===== config.mk =====
export PLATFORM = sky130hd
export DESIGN_NAME = line_fill_unit
export DESIGN_NICKNAME = d
export VERILOG_FILES = /design/src/rtl/line_fill_pkg.sv /design/src/rtl/rr_arbiter.sv /design/src/rtl/line_fill_unit.sv
export SDC_FILE = /design/constraint.sdc
export NUM_CORES = 1
export LEC_CHECK = 0
export ABC_AREA = 1
export CORE_AREA = 2 2 530 532
export CTS_BUF_LIST = sky130_fd_sc_hd__clkbuf_8
export CTS_CLUSTER_DIAMETER = 120
export DETAILED_ROUTE_END_ITERATION = 12
export DIE_AREA = 0 0 532 534
export GPL_TIMING_DRIVEN = 0
export SYNTH_ARGS = -nofsm -noshare
export SYNTH_HDL_FRONTEND = slang
export SYNTH_SLANG_ARGS = --single-unit

===== constraint.sdc =====
create_clock -name clk -period 4.9 [get_ports clk]
set_input_delay 0.735 -clock clk [delete_from_list [all_inputs] [get_ports clk]]
set_output_delay 0.735 -clock clk [all_outputs]
set_load 0.05 [all_outputs]

===== src/rtl/line_fill_pkg.sv =====
// Shared types, AXI constants and geometry helpers for the line fill unit.
package line_fill_pkg;

    typedef enum logic [1:0] {
        IDLE = 2'd0,
        ADDR = 2'd1,
        DATA = 2'd2,
        RESP = 2'd3
    } state_t;

    localparam logic [1:0] BURST_INCR = 2'b01;
    localparam logic [1:0] RESP_OKAY  = 2'b00;

    // Number of address bits covered by one cache line.
    function automatic int line_off_bits(input int line_beats, input int data_width);
        return $clog2(line_beats * data_width / 8);
    endfunction

    function automatic logic [2:0] axi_size(input int data_width);
        return 3'($clog2(data_width / 8));
    endfunction

endpackage


===== src/rtl/rr_arbiter.sv =====
// Round-robin arbiter: combinational one-hot grant, registered last-grant pointer.
module rr_arbiter #(
    parameter int N_REQ = 2
) (
    input  logic             clk,
    input  logic             reset,
    input  logic [N_REQ-1:0] req,
    input  logic             advance,
    output logic [N_REQ-1:0] grant
);

    localparam int PW = (N_REQ > 1) ? $clog2(N_REQ) : 1;

    logic [PW-1:0] last_q;
    logic [PW-1:0] grant_idx;
    logic          found;
    int            cand;

    // Search starts at the index just after the last winner.
    always_comb begin
        grant     = '0;
        grant_idx = last_q;
        found     = 1'b0;
        cand      = 0;
        for (int i = 1; i <= N_REQ; i++) begin
            cand = (int'(last_q) + i) % N_REQ;
            if (!found && req[PW'(cand)]) begin
                found             = 1'b1;
                grant[PW'(cand)]  = 1'b1;
                grant_idx         = PW'(cand);
            end
        end
    end

    // Reset points at the highest index so index 0 is favoured first.
    always_ff @(posedge clk or negedge reset) begin
        if (!reset) begin
            last_q <= PW'(N_REQ - 1);
        end else if (advance) begin
            last_q <= grant_idx;
        end
    end

endmodule


===== src/rtl/line_fill_unit.sv =====
// Cache-line refill engine: arbitrates cache misses, issues one AXI4 INCR burst
// per line, assembles the beats and returns the line with a one-cycle pulse.
module line_fill_unit
    import line_fill_pkg::*;
#(
    parameter int ID_WIDTH   = 13,
    parameter int ADDR_WIDTH = 64,
    parameter int DATA_WIDTH = 64,
    parameter int LINE_BEATS = 16,
    parameter int N_REQ      = 2
) (
    input  logic                             clk,
    input  logic                             reset,
    input  logic [N_REQ-1:0]                 req_valid,
    input  logic [N_REQ*ADDR_WIDTH-1:0]      req_addr,
    output logic [N_REQ-1:0]                 req_ready,
    output logic [N_REQ-1:0]                 resp_valid,
    output logic [LINE_BEATS*DATA_WIDTH-1:0] resp_data,
    output logic                             resp_err,
    output logic                             busy,
    output state_t                           fsm_state,
    output logic [ID_WIDTH-1:0]              m_axi_arid,
    output logic [ADDR_WIDTH-1:0]            m_axi_araddr,
    output logic [7:0]                       m_axi_arlen,
    output logic [2:0]                       m_axi_arsize,
    output logic [1:0]                       m_axi_arburst,
    output logic                             m_axi_arlock,
    output logic [3:0]                       m_axi_arcache,
    output logic [2:0]                       m_axi_arprot,
    output logic                             m_axi_arvalid,
    input  logic                             m_axi_arready,
    input  logic [ID_WIDTH-1:0]              m_axi_rid,
    input  logic [DATA_WIDTH-1:0]            m_axi_rdata,
    input  logic [1:0]                       m_axi_rresp,
    input  logic                             m_axi_rlast,
    input  logic                             m_axi_rvalid,
    output logic                             m_axi_rready
);

    localparam int GW  = (N_REQ > 1) ? $clog2(N_REQ) : 1;
    localparam int CW  = $clog2(LINE_BEATS + 1);
    localparam int BW  = $clog2(LINE_BEATS);
    localparam int OFF = line_off_bits(LINE_BEATS, DATA_WIDTH);
    localparam logic [ADDR_WIDTH-1:0] LINE_MASK = ~((ADDR_WIDTH'(1) << OFF) - ADDR_WIDTH'(1));
    localparam logic [2:0]            ARSIZE    = axi_size(DATA_WIDTH);

    state_t                  state_q, state_d;
    logic [GW-1:0]           gnt_q;
    logic [ADDR_WIDTH-1:0]   addr_q;
    logic [CW-1:0]           cnt_q;
    logic                    err_q;
    logic [DATA_WIDTH-1:0]   line_buf [LINE_BEATS];

    logic [N_REQ-1:0]        grant;
    logic [GW-1:0]           sel_idx;
    logic [ADDR_WIDTH-1:0]   sel_addr;
    logic                    unused_rid;

    // Single burst outstanding, so the returned ID carries no information.
    assign unused_rid = ^m_axi_rid;

    rr_arbiter #(.N_REQ(N_REQ)) u_arb (
        .clk     (clk),
        .reset   (reset),
        .req     (req_valid),
        .advance (|req_ready),
        .grant   (grant)
    );

    always_comb begin
        sel_idx  = '0;
        sel_addr = '0;
        for (int i = 0; i < N_REQ; i++) begin
            if (grant[i]) begin
                sel_idx  = GW'(i);
                sel_addr = req_addr[i*ADDR_WIDTH +: ADDR_WIDTH];
            end
        end
    end

    always_ff @(posedge clk or negedge reset) begin
        if (!reset) state_q <= IDLE;
        else        state_q <= state_d;
    end

    // Handshake rule: a transfer happens on any cycle where valid and ready are
    // both high; arvalid is held with stable AR fields until arready is seen.
    always_comb begin
        state_d       = state_q;
        req_ready     = '0;
        resp_valid    = '0;
        resp_err      = 1'b0;
        m_axi_arvalid = 1'b0;
        m_axi_rready  = 1'b0;
        case (state_q)
            IDLE: begin
                if (reset) req_ready = grant;
                if (|req_valid) state_d = ADDR;
            end
            ADDR: begin
                m_axi_arvalid = 1'b1;
                if (m_axi_arready) state_d = DATA;
            end
            DATA: begin
                m_axi_rready = 1'b1;
                if (m_axi_rvalid && m_axi_rlast) state_d = RESP;
            end
            RESP: begin
                resp_valid[gnt_q] = 1'b1;
                resp_err          = err_q;
                state_d           = IDLE;
            end
            default: state_d = IDLE;
        endcase
    end

    always_ff @(posedge clk or negedge reset) begin
        if (!reset) begin
            gnt_q  <= '0;
            addr_q <= '0;
            cnt_q  <= '0;
            err_q  <= 1'b0;
            for (int k = 0; k < LINE_BEATS; k++) line_buf[k] <= '0;
        end else begin
            if (|req_ready) begin
                gnt_q  <= sel_idx;
                addr_q <= sel_addr & LINE_MASK;
                cnt_q  <= '0;
                err_q  <= 1'b0;
            end
            if (state_q == DATA && m_axi_rvalid) begin
                // Counter saturates at LINE_BEATS; overflow beats only flag an error.
                if (cnt_q < CW'(LINE_BEATS)) begin
                    line_buf[cnt_q[BW-1:0]] <= m_axi_rdata;
                    cnt_q                   <= cnt_q + 1'b1;
                end else begin
                    err_q <= 1'b1;
                end
                if (m_axi_rresp != RESP_OKAY) err_q <= 1'b1;
                if (m_axi_rlast && cnt_q != CW'(LINE_BEATS - 1)) err_q <= 1'b1;
            end
        end
    end

    for (genvar k = 0; k < LINE_BEATS; k++) begin : g_pack
        assign resp_data[k*DATA_WIDTH +: DATA_WIDTH] = line_buf[k];
    end

    assign busy          = (state_q != IDLE);
    assign fsm_state     = state_q;
    assign m_axi_arid    = {{(ID_WIDTH-GW){1'b0}}, gnt_q};
    assign m_axi_araddr  = addr_q;
    assign m_axi_arlen   = m_axi_arvalid ? 8'(LINE_BEATS - 1) : 8'd0;
    assign m_axi_arsize  = m_axi_arvalid ? ARSIZE : 3'd0;
    assign m_axi_arburst = m_axi_arvalid ? BURST_INCR : 2'b00;
    assign m_axi_arlock  = 1'b0;
    assign m_axi_arcache = 4'd0;
    assign m_axi_arprot  = 3'd0;

endmodule


==> metrics.md <==
| Metric | Value |
|---|---|
| Slew @ Worst Pin | 1498 ps |
| Vias | 36110 |
| Power density cells | 527.3 nW/um^2 |
| Peak supply drop | 0.0003301 V |
| Post-synthesis cell area | 40040 sq um |
| Die footprint | 284100 sq um |
| Initial antenna violation count | 65 |
| CP Data Required Time | 4160 ps |
| Max Fclk | 220.8 MHz |
| Sink Count | 1090 |
| Post-CTS Resized | 0 |
| DR pass1 iterations | 8 |
| Worst hold slack | 353.0 ps |
| Fin Setup TNS | 0 ps |
| Global-route wire length before repair | 323.2 mm |
| Critical path, cell by cell | inv_1 > ha_1 > nand2_1 > nor2_1 > clkbuf_1 > buf_4 > clkdlybuf4s50_1 |
| I/O Buffers | 1225 |
| Post-layout min period | 4528 ps |
| Rows | 194 |
| CP Max Fanout | 10 |
| DRT Wirelength | 244.4 mm |
| Critical Path AT | 3790 ps |
| Yosys cell types | 24 |
| Slowest stage cell, crit path | clkdlybuf4s50_1 |
| Worst setup EP type | output port |
| Die W | 532 um |
| Final setup skew | 84.98 ps |
| Detailed Place HPWL | 188.3 mm |
| Total CTS buffers | 199 |
| Clock Pin Slew Worst Setup and Hold Paths | 60 ps |
| TritonCTS clock tree | yes |
| Root Driver | clkbuf_8 |
| Most frequent cells in the layout | nand2_1, clkdlybuf4s50_1, dfrtp_1, o21ai_0, clkbuf_8 |
| Overall Power | 32720 uW |
| Avg Vias per Cell | 3.918 |
| Pleak | 0.02695 uW |
| Area Overhead vs Synth | 54.99% |
| H-tree Lvls | 4 |
| Pins Over Slew Limit | 0 |
| Crit share post-route | 0.9241 |
| Share of layout cells above drive strength 1 | 0.1090 |
| Family with the most delay on the worst path | buffers and inverters |
| Setup-failing EPs final | 0 |
| Max-cap check violation count | 1 |
| DP Area | 57650 sq um |
| Register area share after synthesis | 0.6812 |
| Clk_lat worst skew | 960 ps |
| Post-DR wirelength/cell | 26.52 um |
| Initial DRC Count | 2740 |
| GR Util All Layers | 0.1662 |
| Crit path buffers/inverters | 4 |
| Post-route DRC | 0 |
| Syn Inst Count | 3823 |
| Chip height | 534 um |
| Design Area, Final | 62060 sq um |
| Final Hold Fails | 0 |
| Vias in the first global route | 36560 |
| Initial Util | 0.1438 |
| Synthesized area per cell | 10.47 sq um |
| Post-CTS Setup Bufs | 0 |
| Unrepaired setup endpoints after global routing | no |
| Gpl congestion | 0.8722 |
| Rel. slew slack | 0.001664 |
| CP peak stage delay | 790 ps |
| Routed Antenna Nets | 0 |
| Failing checks | max-capacitance violations |
| Commonest non-fill, non-tap cell in the layout | nand2_1 |
| Fill count | 29920 |
| Synth warn | 0 |
| Cts hold-fix bufs | 5 |
| CP startpoint kind | flop |
| Core footprint | 278400 sq um |
| Ports | 1346 |
| CTS max path bufs | 4 |
| Status | finished with violations |
| Yosys reg bits | 1090 |
| Fin nets | 5533 |
| Largest net degree at the start of global routing | 179 |
| Total grt overflow | 0 |
| Hold WC Path Type | in -> reg |
| WS Path Type | reg -> out |
## worst min-delay path: cells and delay by family
family / cells / cell delay, ps
buffers and inverters: 1 / 390
AND/OR/NAND/NOR: 2 / 100
## worst paths after layout
kind	from	endpoint	slack, ps	cells after the start
setup / recovery	fsm_state[0]	req_ready[0]	370	7
max in group asynchronous	reset	resp_data[976]	2160	6
setup reg to reg	fsm_state[0]	resp_data[935]	1390	9
min in group asynchronous	reset	resp_data[453]	520	3
hold / removal	req_addr[21]	m_axi_araddr[21]	350	3
hold reg to reg	u_arb.last_q	u_arb.last_q	450	2
## state kept, by name (all words and copies together), names as in the netlist
signal,flops
cnt_q,5
resp_data,1024
err_q,1
fsm_state,2
u_arb.last_q,1
m_axi_araddr,57
## per-layer routing
metal	routed length, um	global-route usage	up-vias
met1	97680	0.2043	18130
met4	12170	0.07846	4
met3	26630	0.05977	455
met5	26	0	-
met2	107900	0.2580	2170
li1	-	-	15350
## cell usage after synthesis (all sizes together)
master	number	area share
nand2	1232	0.12
dfrtp	1089	0.68
o21ai	1030	0.13
buf	181	0.039
clkbuf	164	0.015
inv	84	0.0079
nor2	19	0.0020
ha	9	0.0028
nand3	9	0.0012
a21oi	2	0.00025
conb	1	0.000094
dfstp	1	0.00066
nand4	1	0.00016
nor3	1	0.00012
## report_power, final
| group | leakage [uW] | internal, uW | switching [uW] |
|---|---|---|---|
| logic | 0.00970 | 3450 | 8500 |
| clock network | 0.00235 | 5120 | 4190 |
| registers | 0.0149 | 10500 | 964 |
## layout make-up
| cell class | instances | area (sq um) | share of cell area |
|---|---|---|---|
| timing repair buffer | 1251 | 12870 | 0.2073 |
| clock inverter | 97 | 760.7 | 0.01226 |
| antenna | 34 | 85.08 | 0.001371 |
| sequential | 1090 | 27280 | 0.4395 |
| multi-input combinational | 2339 | 10390 | 0.1673 |
| buffer | 345 | 2246 | 0.03619 |
| inverter | 84 | 315.3 | 0.005080 |
| clock buffer | 252 | 3468 | 0.05588 |
| tap | 3724 | 4659 | 0.07507 |
## per-stage QoR
stage          setup WS [ps]  instances  utilization
2_1_floorplan           2366       3858            -
3_3_place_gp          -46020       8807       0.2051
3_5_place_dp           315.9       8828       0.2071
4_1_cts                273.3       9182       0.2226
5_1_grt                119.1       9191       0.2227
6_report               371.7       9216       0.2229
## logic make-up (layout without fill, tap and decap cells)
logic type,Yosys count,count (layout),synth area share
fa+ha+maj,9,9,0.002812
compound gates,1032,1032,0.1331
buf+inv,429,2029,0.06274
other cells,1,70,0.00009365
simple gates,1262,1262,0.1200
flops,1090,1090,0.6812
Note: power is estimated with default switching activity, not from simulation.
